<file path="config.mk">
export PLATFORM = sky130hd
export DESIGN_NAME = deframer_flat
export DESIGN_NICKNAME = d
export VERILOG_FILES = /design/src/rtl/deframer_if.sv /design/src/rtl/deframer.sv /design/src/flat_wrapper.sv
export SDC_FILE = /design/constraint.sdc
export NUM_CORES = 1
export LEC_CHECK = 0
export ABC_AREA = 1
export CORE_AREA = 4 4 57 59
export DETAILED_ROUTE_END_ITERATION = 6
export DIE_AREA = 0 0 61 63
export PLACE_DENSITY_LB_ADDON = 0.12
export SLEW_MARGIN = 20
export SYNTH_ARGS = -nofsm -noshare
export SYNTH_HDL_FRONTEND = slang
export SYNTH_SLANG_ARGS = --single-unit
</file>
<file path="constraint.sdc">
create_clock -name aclk -period 3.1 [get_ports aclk]
set_clock_uncertainty 0.15 [all_clocks]
set_input_delay 0.62 -clock aclk [delete_from_list [all_inputs] [get_ports aclk]]
set_output_delay 0.62 -clock aclk [all_outputs]
set_load 0.03 [all_outputs]
</file>
<file path="src/rtl/deframer_if.sv">
// Byte-wide AXI4-Stream style link used on both sides of the deframer.
//   tvalid/tready : handshake
//   tdata         : byte
//   tlast         : last byte of packet
//   tuser         : packet error flag (meaningful on the tlast beat only)
// master drives the beat, slave drives tready.
interface deframer_if;
  logic       tvalid;
  logic       tready;
  logic [7:0] tdata;
  logic       tlast;
  logic       tuser;

  modport master (output tvalid, output tdata, output tlast, output tuser, input tready);
  modport slave  (input tvalid, input tdata, input tlast, input tuser, output tready);
endinterface

</file>
<file path="src/rtl/deframer.sv">
// deframer: strips START/STOP delimiters and ESCAPE sequences from a framed byte
// stream and emits the payload as packets, with tlast on the final payload byte
// and tuser set on the tlast beat of an aborted frame.
//
// Ports
//   aclk        : clock
//   areset      : synchronous reset, active-high
//   target      : framed byte stream in (slave modport; tlast/tuser ignored)
//   initiator   : payload stream out (master modport), single register stage
//   frame_count : good frames, saturating (only with DEFRAMER_STATS_EN)
//   error_count : errored frames, saturating (only with DEFRAMER_STATS_EN)
//
// Build option: define DEFRAMER_STATS_EN to add the frame/error counters.
//
// state | meaning
// ------+--------------------------------------------------------------
// HUNT  | outside a frame, waiting for START; all other bytes dropped
// RUN   | inside a frame, next byte is literal / delimiter / ESCAPE
// ESC   | previous byte was ESCAPE; next byte is decoded with ESC_XOR
module deframer #(
  parameter logic [7:0] START_BYTE  = 8'h7D,
  parameter logic [7:0] STOP_BYTE   = 8'h7E,
  parameter logic [7:0] ESCAPE_BYTE = 8'h7F,
  parameter logic [7:0] ESC_XOR     = 8'h20
) (
  input  logic        aclk,
  input  logic        areset,
  deframer_if.slave   target,
  deframer_if.master  initiator
`ifdef DEFRAMER_STATS_EN
  ,
  output logic [15:0] frame_count,
  output logic [15:0] error_count
`endif
);

  typedef enum logic [1:0] {HUNT, RUN, ESC} state_e;

  state_e     state_q, state_d;
  logic [7:0] hold_q, hold_d;
  logic       hold_vld_q, hold_vld_d;
  logic       out_vld_q;
  logic [7:0] out_data_q;
  logic       out_last_q;
  logic       out_user_q;

  logic       accept;
  logic       is_start, is_stop, is_esc;
  logic [7:0] data_byte;
  logic       load_beat;
  logic       beat_last;
  logic       beat_user;
  logic       frame_good;
  logic       frame_bad;

  // Input is taken only when the output register can accept a new beat, so a
  // stalled beat never gets overwritten.
  assign target.tready = !out_vld_q || initiator.tready;
  assign accept        = target.tvalid && target.tready;

  assign is_start  = (target.tdata == START_BYTE);
  assign is_stop   = (target.tdata == STOP_BYTE);
  assign is_esc    = (target.tdata == ESCAPE_BYTE);
  assign data_byte = (state_q == ESC) ? (target.tdata ^ ESC_XOR) : target.tdata;

  assign initiator.tvalid = out_vld_q;
  assign initiator.tdata  = out_data_q;
  assign initiator.tlast  = out_last_q;
  assign initiator.tuser  = out_user_q;

  // State and datapath registers
  always_ff @(posedge aclk) begin
    if (areset) begin
      state_q    <= HUNT;
      hold_q     <= 8'h00;
      hold_vld_q <= 1'b0;
      out_vld_q  <= 1'b0;
      out_data_q <= 8'h00;
      out_last_q <= 1'b0;
      out_user_q <= 1'b0;
    end else begin
      state_q    <= state_d;
      hold_q     <= hold_d;
      hold_vld_q <= hold_vld_d;
      if (load_beat) begin
        out_vld_q  <= 1'b1;
        out_data_q <= hold_q;
        out_last_q <= beat_last;
        out_user_q <= beat_user;
      end else if (out_vld_q && initiator.tready) begin
        out_vld_q  <= 1'b0;
        out_last_q <= 1'b0;
        out_user_q <= 1'b0;
      end
    end
  end

  // Next-state logic
  always_comb begin
    state_d = state_q;
    if (accept) begin
      case (state_q)
        HUNT: if (is_start) state_d = RUN;
        RUN: begin
          if (is_stop)     state_d = HUNT;
          else if (is_esc) state_d = ESC;
        end
        ESC: begin
          if (is_stop) state_d = HUNT;
          else         state_d = RUN;
        end
        default: state_d = HUNT;
      endcase
    end
  end

  // Output / action logic. The held byte is only released once the following
  // input byte is known, since that byte decides its tlast/tuser tag.
  always_comb begin
    load_beat  = 1'b0;
    beat_last  = 1'b0;
    beat_user  = 1'b0;
    hold_d     = hold_q;
    hold_vld_d = hold_vld_q;
    frame_good = 1'b0;
    frame_bad  = 1'b0;
    if (accept) begin
      case (state_q)
        HUNT: begin
          if (is_start) hold_vld_d = 1'b0;
        end
        RUN, ESC: begin
          if (is_start) begin
            // Abort: a frame that never carried payload still counts as an error.
            load_beat  = hold_vld_q;
            beat_last  = 1'b1;
            beat_user  = 1'b1;
            frame_bad  = 1'b1;
            hold_vld_d = 1'b0;
          end else if (is_stop) begin
            load_beat  = hold_vld_q;
            beat_last  = 1'b1;
            beat_user  = (state_q == ESC);
            frame_good = (state_q == RUN) && hold_vld_q;
            frame_bad  = (state_q == ESC);
            hold_vld_d = 1'b0;
          end else if (is_esc && (state_q == RUN)) begin
            hold_vld_d = hold_vld_q;
          end else begin
            load_beat  = hold_vld_q;
            hold_d     = data_byte;
            hold_vld_d = 1'b1;
          end
        end
        default: hold_vld_d = 1'b0;
      endcase
    end
  end

`ifdef DEFRAMER_STATS_EN
  logic [15:0] frame_cnt_q;
  logic [15:0] error_cnt_q;

  always_ff @(posedge aclk) begin
    if (areset) begin
      frame_cnt_q <= 16'h0000;
      error_cnt_q <= 16'h0000;
    end else begin
      if (frame_good && (frame_cnt_q != 16'hFFFF)) frame_cnt_q <= frame_cnt_q + 16'd1;
      if (frame_bad && (error_cnt_q != 16'hFFFF))  error_cnt_q <= error_cnt_q + 16'd1;
    end
  end

  assign frame_count = frame_cnt_q;
  assign error_count = error_cnt_q;
`endif

endmodule

</file>
<file path="src/flat_wrapper.sv">
// flat-port wrapper written by rule: the top's interface ports become plain ports
module deframer_flat 
#(
  parameter logic [7:0] START_BYTE  = 8'h7D,
  parameter logic [7:0] STOP_BYTE   = 8'h7E,
  parameter logic [7:0] ESCAPE_BYTE = 8'h7F,
  parameter logic [7:0] ESC_XOR     = 8'h20
)
  (aclk, areset, target_tvalid, target_tdata, target_tlast, target_tuser, target_tready, initiator_tvalid, initiator_tdata, initiator_tlast, initiator_tuser, initiator_tready);
  deframer_if target_i ();
  deframer_if initiator_i ();
  input  logic aclk;
  input  logic areset;
  input wire logic [$bits(target_i.tvalid)-1:0] target_tvalid;
  input wire logic [$bits(target_i.tdata)-1:0] target_tdata;
  input wire logic [$bits(target_i.tlast)-1:0] target_tlast;
  input wire logic [$bits(target_i.tuser)-1:0] target_tuser;
  output wire logic [$bits(target_i.tready)-1:0] target_tready;
  output wire logic [$bits(initiator_i.tvalid)-1:0] initiator_tvalid;
  output wire logic [$bits(initiator_i.tdata)-1:0] initiator_tdata;
  output wire logic [$bits(initiator_i.tlast)-1:0] initiator_tlast;
  output wire logic [$bits(initiator_i.tuser)-1:0] initiator_tuser;
  input wire logic [$bits(initiator_i.tready)-1:0] initiator_tready;
  assign target_i.tvalid = target_tvalid;
  assign target_i.tdata = target_tdata;
  assign target_i.tlast = target_tlast;
  assign target_i.tuser = target_tuser;
  assign target_tready = target_i.tready;
  assign initiator_tvalid = initiator_i.tvalid;
  assign initiator_tdata = initiator_i.tdata;
  assign initiator_tlast = initiator_i.tlast;
  assign initiator_tuser = initiator_i.tuser;
  assign initiator_i.tready = initiator_tready;
  deframer #(.START_BYTE(START_BYTE), .STOP_BYTE(STOP_BYTE), .ESCAPE_BYTE(ESCAPE_BYTE), .ESC_XOR(ESC_XOR)) u_core (.aclk(aclk), .areset(areset), .target(target_i), .initiator(initiator_i));
endmodule
</file>
==> results.sh, run 1 <==
export IMPL_sum_of_negative_setup_slack_ns=0
export IMPL_power_total_mw=0.527
export IMPL_fp_row_count=19
export IMPL_fin_crit_sh=0.853
export IMPL_floorplan_die_width_um=61
export IMPL_ys_warn_count=0
export IMPL_p_per_area_nw_per_um2=390
export IMPL_report_final_slew_viol_count=0
export IMPL_ys_seq_elements=22
export IMPL_floorplan_initialDensity=0.397
export IMPL_synth_cell_types=16
export IMPL_max_cap_violations=0
export IMPL_overflow=0
export IMPL_worstSetupEndpointType="output port"
export IMPL_postLayoutCoreUtil=0.499
export IMPL_postSynthCellCount=160
export IMPL_postRouteWirelength_um=2030
export IMPL_ios=26
export IMPL_cts_hold_buffers=0
export IMPL_worst_r2r_setup_slack_ns=1.35
export IMPL_mostFrequentLayoutCell="sky130_fd_sc_hd__nor2_1"
export IMPL_die_height_um=63
export IMPL_port_buffers=23
export IMPL_clock_tree_root_cell="sky130_fd_sc_hd__clkbuf_4"
export IMPL_fp_coreArea_um2=2710
export IMPL_cts_setup_buffers=0
export IMPL_critical_path_class="input port to output port"
export IMPL_layout_cells_most_common_list="sky130_fd_sc_hd__nor2_1, sky130_fd_sc_hd__nand2_1, sky130_fd_sc_hd__clkdlybuf4s50_1"
export IMPL_cts_repair_resized=0
export IMPL_hold_path_depth=2
export IMPL_area_growth_pct=25.6
export IMPL_period_minus_slack_ns=2.65
export IMPL_first_pass_grt_wire_length_um=3840
export IMPL_largest_net_degree_at_the_start_of_global_routing=20
export IMPL_layout_drive_gt1_share=0.0815
export IMPL_die_area_um2=3840
export IMPL_stdcell_count=215
export IMPL_cellLeakagePower_nw=0.593
export IMPL_final_hold_violation_count=0
export IMPL_final_setup_viol_count=0
export IMPL_vdd_drop_max_uv=193
export IMPL_regToRegStartpoint="u_core.state_q[0]"
export IMPL_worstPathMaxFanout=3
export IMPL_insertedDiodeCount=0
export IMPL_gp_routability_congestion=0.773
export IMPL_drt_iter0_drc=35
export IMPL_worstMarginPinSlew_ns=0.521
export IMPL_worstSetupStartpointType="input port"
export IMPL_post_drt_via_cell_ratio=4.45
export IMPL_hp_start="u_core.hold_q[6]"
export IMPL_hpwlAfterDp_um=1580
export IMPL_h_tree_level_count=1
export IMPL_drt_pre_antenna_iters=4
export IMPL_synth_seq_area_share=0.409
export IMPL_detail_route_drc_violations=0
export IMPL_end_point_of_the_worst_hold_path="u_core.hold_q[6]"
export IMPL_r2r_end="u_core.initiator.tdata[3]"
export IMPL_status="completed"
export IMPL_routed_wirelength_normalized_by_instance_count_um=9.43
export IMPL_final_nets=204
export IMPL_cts_buffer_depth=2
export IMPL_setup_repair_after_global_routing_missed_its_margin="no"
export IMPL_antenna_left=0
export IMPL_worst_ep_required_time_ns=2.33
export IMPL_clock_tree_from_tritoncts="built"
export IMPL_maxClockFrequency_mhz=378
export IMPL_cts_clk_slew_worst_paths_ns=0.11
export IMPL_hold_path_class="register to register"
export IMPL_tritoncts_num_buffers=3
export IMPL_ff2ff_path_depth=8
export IMPL_track_usage=0.127
export IMPL_antenna_found_initial=0
export IMPL_per_instance_average_area_after_synthesis_um2=6.73
export IMPL_first_global_vias=924
export IMPL_numClockSinks=22
export IMPL_routed_via_count=957
export IMPL_worstPathArrival_ns=1.88
export IMPL_clock_insertion_delay_worst_skew_ns=0.29
export IMPL_mappedNetlistNets=178
export IMPL_netlist_area_um2=1080
export IMPL_slew_headroom=0.652
export IMPL_place_detailed_instances=212
==> per-layer routing <==
layer	up-vias	wire, um	GRT usage
met3	2	105	0.0310
li1	527	-	-
met1	412	987	0.169
met2	16	915	0.198
met5	-	0	0
met4	0	20	0.0407
==> metrics by stage <==
stage | hold slack [ns] | setup WS (ns) | cell area, um2
floorplan | 0.299 | 1.36 | 1080
global placement | 0.308 | 0.456 | 1330
detailed placement | 0.316 | 0.450 | 1330
CTS | 0.340 | 0.448 | 1350
global route | 0.366 | 0.412 | 1350
finish | 0.335 | 0.454 | 1350
==> synthesized netlist by cell type (all sizes together) <==
| cell type | number | area share |
|---|---|---|
| nand2 | 43 | 0.16 |
| nor2 | 50 | 0.19 |
| buf | 3 | 0.022 |
| dfxtp | 22 | 0.41 |
| o21ai | 10 | 0.047 |
| inv | 19 | 0.066 |
| a21oi | 3 | 0.014 |
| nand3 | 5 | 0.033 |
| xnor2 | 1 | 0.0081 |
| ha | 4 | 0.047 |
==> registers in the layout, indices dropped and copies added (netlist names) <==
register                 cells
u_core.hold_q                8
u_core.initiator.tdata       8
u_core.state_q               2
u_core.hold_vld_q            1
u_core.initiator.tlast       1
u_core.initiator.tuser       1
u_core.initiator.tvalid      1
==> critical path: stages <==
cell and delay [ns]:
sky130_fd_sc_hd__clkdlybuf4s50_1 0.47, sky130_fd_sc_hd__inv_1 0.05, sky130_fd_sc_hd__nand2_2 0.07, sky130_fd_sc_hd__clkdlybuf4s50_1 0.67
==> cells by family after synthesis <==
kind of cell             count (synthesis)  synth area share
AO/OA/AOI/OAI                           13            0.0605
flip-flops                              22             0.409
buffers and inverters                   22            0.0884
XOR/XNOR                                 1           0.00814
AND/OR/NAND/NOR                         98             0.387
adder cells (fa/ha/maj)                  4            0.0465
==> power by group <==
part	switching (mW)	total (mW)	internal [mW]	leakage, nW
clock network	0.0777	0.123	0.0451	0.0138
logic	0.0558	0.0992	0.0434	0.402
registers	0.00750	0.305	0.297	0.178
total	0.141	0.527	0.386	0.593
==> final cells by class <==
| class | count | area [um2] |
|---|---|---|
| fill | 307 | 1360 |
| multi-input combinational | 116 | 541 |
| sequential | 22 | 440 |
| timing repair buffer | 24 | 238 |
| inverter | 19 | 71.3 |
| tap | 31 | 38.8 |
| clock buffer | 3 | 22.5 |
==> worst max-delay path by stage <==
stage | from | to | slack [ns] | cells past startpoint
global route | initiator_tready | target_tready | 0.41 | 4
finish | initiator_tready | target_tready | 0.45 | 4
floorplan | initiator_tready | u_core.hold_q[1] | 1.36 | 10
CTS | initiator_tready | target_tready | 0.45 | 4
global placement | initiator_tready | target_tready | 0.46 | 4
detailed placement | initiator_tready | target_tready | 0.45 | 4
No activity file was read; power rests on OpenSTA's default activity.
==> run 2: changes to the inputs <==
--- a/config.mk
+++ b/config.mk
@@ -9,6 +9,7 @@
 export CORE_AREA = 4 4 57 59
 export DETAILED_ROUTE_END_ITERATION = 6
 export DIE_AREA = 0 0 61 63
+export MAX_ROUTING_LAYER = met4
 export PLACE_DENSITY_LB_ADDON = 0.12
 export SLEW_MARGIN = 20
 export SYNTH_ARGS = -nofsm -noshare
==> constraint.sdc (replaced) <==
create_clock -name aclk -period 2.95 [get_ports aclk]
set_clock_uncertainty 0.15 [all_clocks]
set_input_delay 0.59 -clock aclk [delete_from_list [all_inputs] [get_ports aclk]]
set_output_delay 0.59 -clock aclk [all_outputs]
set_load 0.03 [all_outputs]
==> results.sh, run 2 (synthesized netlist as in run 1, its figures left out) <==
export IMPL_status="completed"
export IMPL_cts_setup_buffers=0
export IMPL_stdcell_count=215
export IMPL_layout_cells_most_common_list="sky130_fd_sc_hd__nor2_1, sky130_fd_sc_hd__nand2_1, sky130_fd_sc_hd__clkdlybuf4s50_1"
export IMPL_h_tree_level_count=1
export IMPL_final_nets=204
export IMPL_gp_routability_congestion=0.783
export IMPL_fp_row_count=19
export IMPL_ios=26
export IMPL_hold_path_class="register to register"
export IMPL_drt_iter0_drc=42
export IMPL_first_global_vias=915
export IMPL_tritoncts_num_buffers=3
export IMPL_final_design_area_no_fill_um2=1350
export IMPL_max_cap_violations=0
export IMPL_die_area_um2=3840
export IMPL_fin_crit_sh=0.877
export IMPL_clock_tree_root_cell="sky130_fd_sc_hd__clkbuf_4"
export IMPL_port_buffers=23
export IMPL_p_per_area_nw_per_um2=412
export IMPL_numClockSinks=22
export IMPL_final_setup_viol_count=0
export IMPL_overflow=0
export IMPL_worstPathMaxFanout=3
export IMPL_setup_repair_after_global_routing_missed_its_margin="no"
export IMPL_postLayoutCoreUtil=0.499
export IMPL_worstSetupStartpointType="input port"
export IMPL_insertedDiodeCount=0
export IMPL_routed_via_count=971
export IMPL_cts_repair_resized=0
export IMPL_mostFrequentLayoutCell="sky130_fd_sc_hd__nor2_1"
export IMPL_die_height_um=63
export IMPL_worst_ep_required_time_ns=2.21
export IMPL_path_depth=4
export IMPL_period_minus_slack_ns=2.59
export IMPL_floorplan_die_width_um=61
export IMPL_worstMarginPinSlew_ns=0.514
export IMPL_detailedPlace_worstSlack_ns=0.360
export IMPL_dpl_instance_area_um2=1330
export IMPL_worstPathArrival_ns=1.85
export IMPL_vdd_drop_max_uv=212
export IMPL_largest_net_degree_at_the_start_of_global_routing=20
export IMPL_ff2ff_path_depth=8
export IMPL_cts_buffer_depth=2
export IMPL_crit_path_top_delay_cell="sky130_fd_sc_hd__clkdlybuf4s50_1"
export IMPL_hold_path_depth=2
export IMPL_maxClockFrequency_mhz=387
export IMPL_cts_hold_buffers=0
export IMPL_floorplan_initialDensity=0.397
export IMPL_setup_ws_ns=0.364
export IMPL_antenna_left=0
export IMPL_cp_cell_sequence="clkdlybuf4s50_1 -> inv_1 -> nand2_2 -> clkdlybuf4s50_1"
export IMPL_antenna_found_initial=0
export IMPL_timing_critical_path_max_delay_family="buffers and inverters"
export IMPL_cellLeakagePower_nw=0.593
export IMPL_path_buf_inv=3
export IMPL_postRouteWirelength_um=2040
export IMPL_track_usage=0.131
export IMPL_clock_insertion_delay_worst_skew_ns=0.30
export IMPL_routed_wirelength_normalized_by_instance_count_um=9.48
export IMPL_hpwlAfterDp_um=1580
export IMPL_power_total_mw=0.557
export IMPL_layout_drive_gt1_share=0.0815
export IMPL_crit_top_cell="sky130_fd_sc_hd__clkdlybuf4s50_1"
export IMPL_whs_ns=0.335
export IMPL_critical_path_class="input port to output port"
export IMPL_first_pass_grt_wire_length_um=3780
export IMPL_final_hold_violation_count=0
export IMPL_clock_tree_from_tritoncts="built"
export IMPL_report_final_slew_viol_count=0
export IMPL_drt_pre_antenna_iters=4
export IMPL_area_growth_pct=25.6
export IMPL_slew_headroom=0.657
export IMPL_detail_route_drc_violations=0
export IMPL_worstSetupEndpointType="output port"
export IMPL_cts_clk_slew_worst_paths_ns=0.11
export IMPL_critPathMaxStageDelay_ns=0.67
export IMPL_post_drt_via_cell_ratio=4.52
export IMPL_fp_coreArea_um2=2710
export IMPL_sum_of_negative_setup_slack_ns=0
export IMPL_place_detailed_instances=212
[run 2: cell counts in the layout (fill, tap and decap cells not counted)]
No cell type changed its count.
[run 2: layout make-up]
| class | instances | area, um2 |
|---|---|---|
| Fill cell | 306 | 1360 |
| Inverter | 19 | 71.3 |
| Timing Repair Buffer | 24 | 238 |
| Tap cell | 31 | 38.8 |
| Multi-Input combinational cell | 116 | 541 |
| Sequential cell | 22 | 440 |
| Clock buffer | 3 | 22.5 |
[run 2: report_power, final]
| part | internal [mW] | leakage [nW] | total [mW] | switching [mW] |
|---|---|---|---|---|
| logic | 0.0455 | 0.402 | 0.104 | 0.0585 |
| registers | 0.312 | 0.178 | 0.320 | 0.00778 |
| clock network | 0.0476 | 0.0138 | 0.133 | 0.0850 |
| total | 0.405 | 0.593 | 0.557 | 0.151 |
[run 2: per-layer routing]
| layer | routed length [um] | global-route usage | up-vias |
|---|---|---|---|
| li1 | - | - | 528 |
| met1 | 968 | 0.163 | 420 |
| met2 | 950 | 0.205 | 19 |
| met3 | 91 | 0.0269 | 4 |
| met4 | 29 | 0.0488 | 0 |
| met5 | 0 | - | - |
[run 2: worst paths after layout]
check / to / slack, ns / from
max reg2reg: u_core.initiator.tdata[3] / 1.19 / u_core.state_q[0]
max: target_tready / 0.36 / initiator_tready
min: u_core.hold_q[6] / 0.34 / u_core.hold_q[6]
min reg2reg: u_core.hold_q[6] / 0.34 / u_core.hold_q[6]
[run 2: tightest hold or removal path: cells and delay by family, from the launching register on]
family        cells  cell delay, ns
flops             1            0.34
simple gates      2            0.12
==> run 3: changes to the inputs <==
--- a/config.mk
+++ b/config.mk
@@ -6,9 +6,9 @@
 export NUM_CORES = 1
 export LEC_CHECK = 0
 export ABC_AREA = 1
-export CORE_AREA = 4 4 57 59
+export CORE_AREA = 2 2 55 57
 export DETAILED_ROUTE_END_ITERATION = 6
-export DIE_AREA = 0 0 61 63
+export DIE_AREA = 0 0 57 59
 export MAX_ROUTING_LAYER = met4
 export PLACE_DENSITY_LB_ADDON = 0.12
 export SLEW_MARGIN = 20
==> results.sh, run 3 (synthesized netlist as in run 1, its figures left out) <==
export IMPL_status="completed"
export IMPL_worst_ep_required_time_ns=2.21
export IMPL_port_buffers=23
export IMPL_largest_net_degree_at_the_start_of_global_routing=20
export IMPL_mostFrequentLayoutCell="sky130_fd_sc_hd__nor2_1"
export IMPL_detail_route_drc_violations=0
export IMPL_fp_row_count=19
export IMPL_cts_buffer_depth=2
export IMPL_ios=26
export IMPL_cts_repair_resized=0
export IMPL_layout_cells_most_common_list="sky130_fd_sc_hd__nor2_1, sky130_fd_sc_hd__nand2_1, sky130_fd_sc_hd__clkdlybuf4s50_1"
export IMPL_floorplan_die_width_um=57
export IMPL_gp_routability_congestion=0.815
export IMPL_sum_of_negative_setup_slack_ns=0
export IMPL_power_total_mw=0.591
export IMPL_hpwlAfterDp_um=1520
export IMPL_p_per_area_nw_per_um2=433
export IMPL_worstSetupStartpointType="input port"
export IMPL_clock_insertion_delay_worst_skew_ns=0.31
export IMPL_track_usage=0.133
export IMPL_layout_drive_gt1_share=0.0865
export IMPL_path_buf_inv=3
export IMPL_maxClockFrequency_mhz=387
export IMPL_period_minus_slack_ns=2.58
export IMPL_first_global_vias=831
export IMPL_fp_coreArea_um2=2710
export IMPL_h_tree_level_count=1
export IMPL_tritoncts_num_buffers=3
export IMPL_critPathMaxStageDelay_ns=0.67
export IMPL_worstPathArrival_ns=1.84
export IMPL_slew_headroom=0.625
export IMPL_antenna_left=0
export IMPL_cts_setup_buffers=0
export IMPL_fin_crit_sh=0.876
export IMPL_numClockSinks=22
export IMPL_drt_pre_antenna_iters=4
export IMPL_floorplan_initialDensity=0.397
export IMPL_timing_critical_path_max_delay_family="buffers and inverters"
export IMPL_area_growth_pct=26.9
export IMPL_critical_path_class="input port to output port"
export IMPL_final_hold_violation_count=0
export IMPL_worstSetupEndpointType="output port"
export IMPL_routed_via_count=954
export IMPL_clock_tree_from_tritoncts="built"
export IMPL_final_setup_viol_count=0
export IMPL_detailedPlace_worstSlack_ns=0.358
export IMPL_crit_top_cell="sky130_fd_sc_hd__clkdlybuf4s50_1"
export IMPL_die_height_um=59
export IMPL_max_cap_violations=0
export IMPL_insertedDiodeCount=0
export IMPL_vdd_drop_max_uv=267
export IMPL_setup_ws_ns=0.366
export IMPL_cellLeakagePower_nw=0.600
export IMPL_cts_clk_slew_worst_paths_ns=0.12
export IMPL_first_pass_grt_wire_length_um=3330
export IMPL_hold_path_class="register to register"
export IMPL_crit_path_top_delay_cell="sky130_fd_sc_hd__clkdlybuf4s50_1"
export IMPL_postRouteWirelength_um=2020
export IMPL_overflow=0
export IMPL_worstMarginPinSlew_ns=0.562
export IMPL_cp_cell_sequence="clkdlybuf4s50_1 -> inv_1 -> nand2_2 -> clkdlybuf4s50_1"
export IMPL_die_area_um2=3360
export IMPL_clock_tree_root_cell="sky130_fd_sc_hd__clkbuf_4"
export IMPL_postLayoutCoreUtil=0.504
export IMPL_cts_hold_buffers=0
export IMPL_whs_ns=0.341
export IMPL_routed_wirelength_normalized_by_instance_count_um=9.36
export IMPL_setup_repair_after_global_routing_missed_its_margin="no"
export IMPL_worstPathMaxFanout=3
export IMPL_antenna_found_initial=0
export IMPL_final_nets=204
export IMPL_post_drt_via_cell_ratio=4.42
export IMPL_drt_iter0_drc=13
export IMPL_report_final_slew_viol_count=0
-- run 3: changes by cell type in the layout (fill, tap and decap cells not counted) --
cell	before	now
sky130_fd_sc_hd__clkbuf_8	0	1
-- run 3: cell type report --
cell class / count / area [um2]
tap: 31 / 38.8
multi-input combinational: 116 / 541
sequential: 22 / 440
fill: 283 / 1350
clock buffer: 4 / 36.3
timing repair buffer: 24 / 238
inverter: 19 / 71.3
-- run 3: worst min-delay path, cell delays in order (launching register included) --
cell                      delay [ns]
sky130_fd_sc_hd__dfxtp_1        0.33
sky130_fd_sc_hd__nor2_1         0.09
sky130_fd_sc_hd__nor2_1         0.05
-- run 3: power breakdown --
part	switching, mW	internal, mW
Sequential	0.00778	0.312
Combinational	0.0587	0.0456
Clock	0.0916	0.0754
Total	0.158	0.433
-- run 3: layer usage --
metal | track usage | share of wire
met1 | 0.147 | 0.51
met2 | 0.228 | 0.44
met3 | 0.0284 | 0.035
met4 | 0.0698 | 0.017
met5 | - | 0
-- run 3: path summary, 6_finish.rpt --
check,slack (ns),start,cells after the start,end
worst max-delay path,0.37,initiator_tready,4,target_tready
worst min-delay path,0.34,u_core.hold_q[0],2,u_core.hold_q[0]
worst max register to register,1.22,u_core.state_q[0],8,u_core.initiator.tdata[3]
worst min register to register,0.34,u_core.hold_q[0],2,u_core.hold_q[0]
-- run 3: stage by stage --
step                      std cells  area, um2
after floorplan                 160       1080
after global placement          212       1330
after detailed placement        212       1330
after CTS                       216       1370
after global routing            216       1370
final                           216       1370
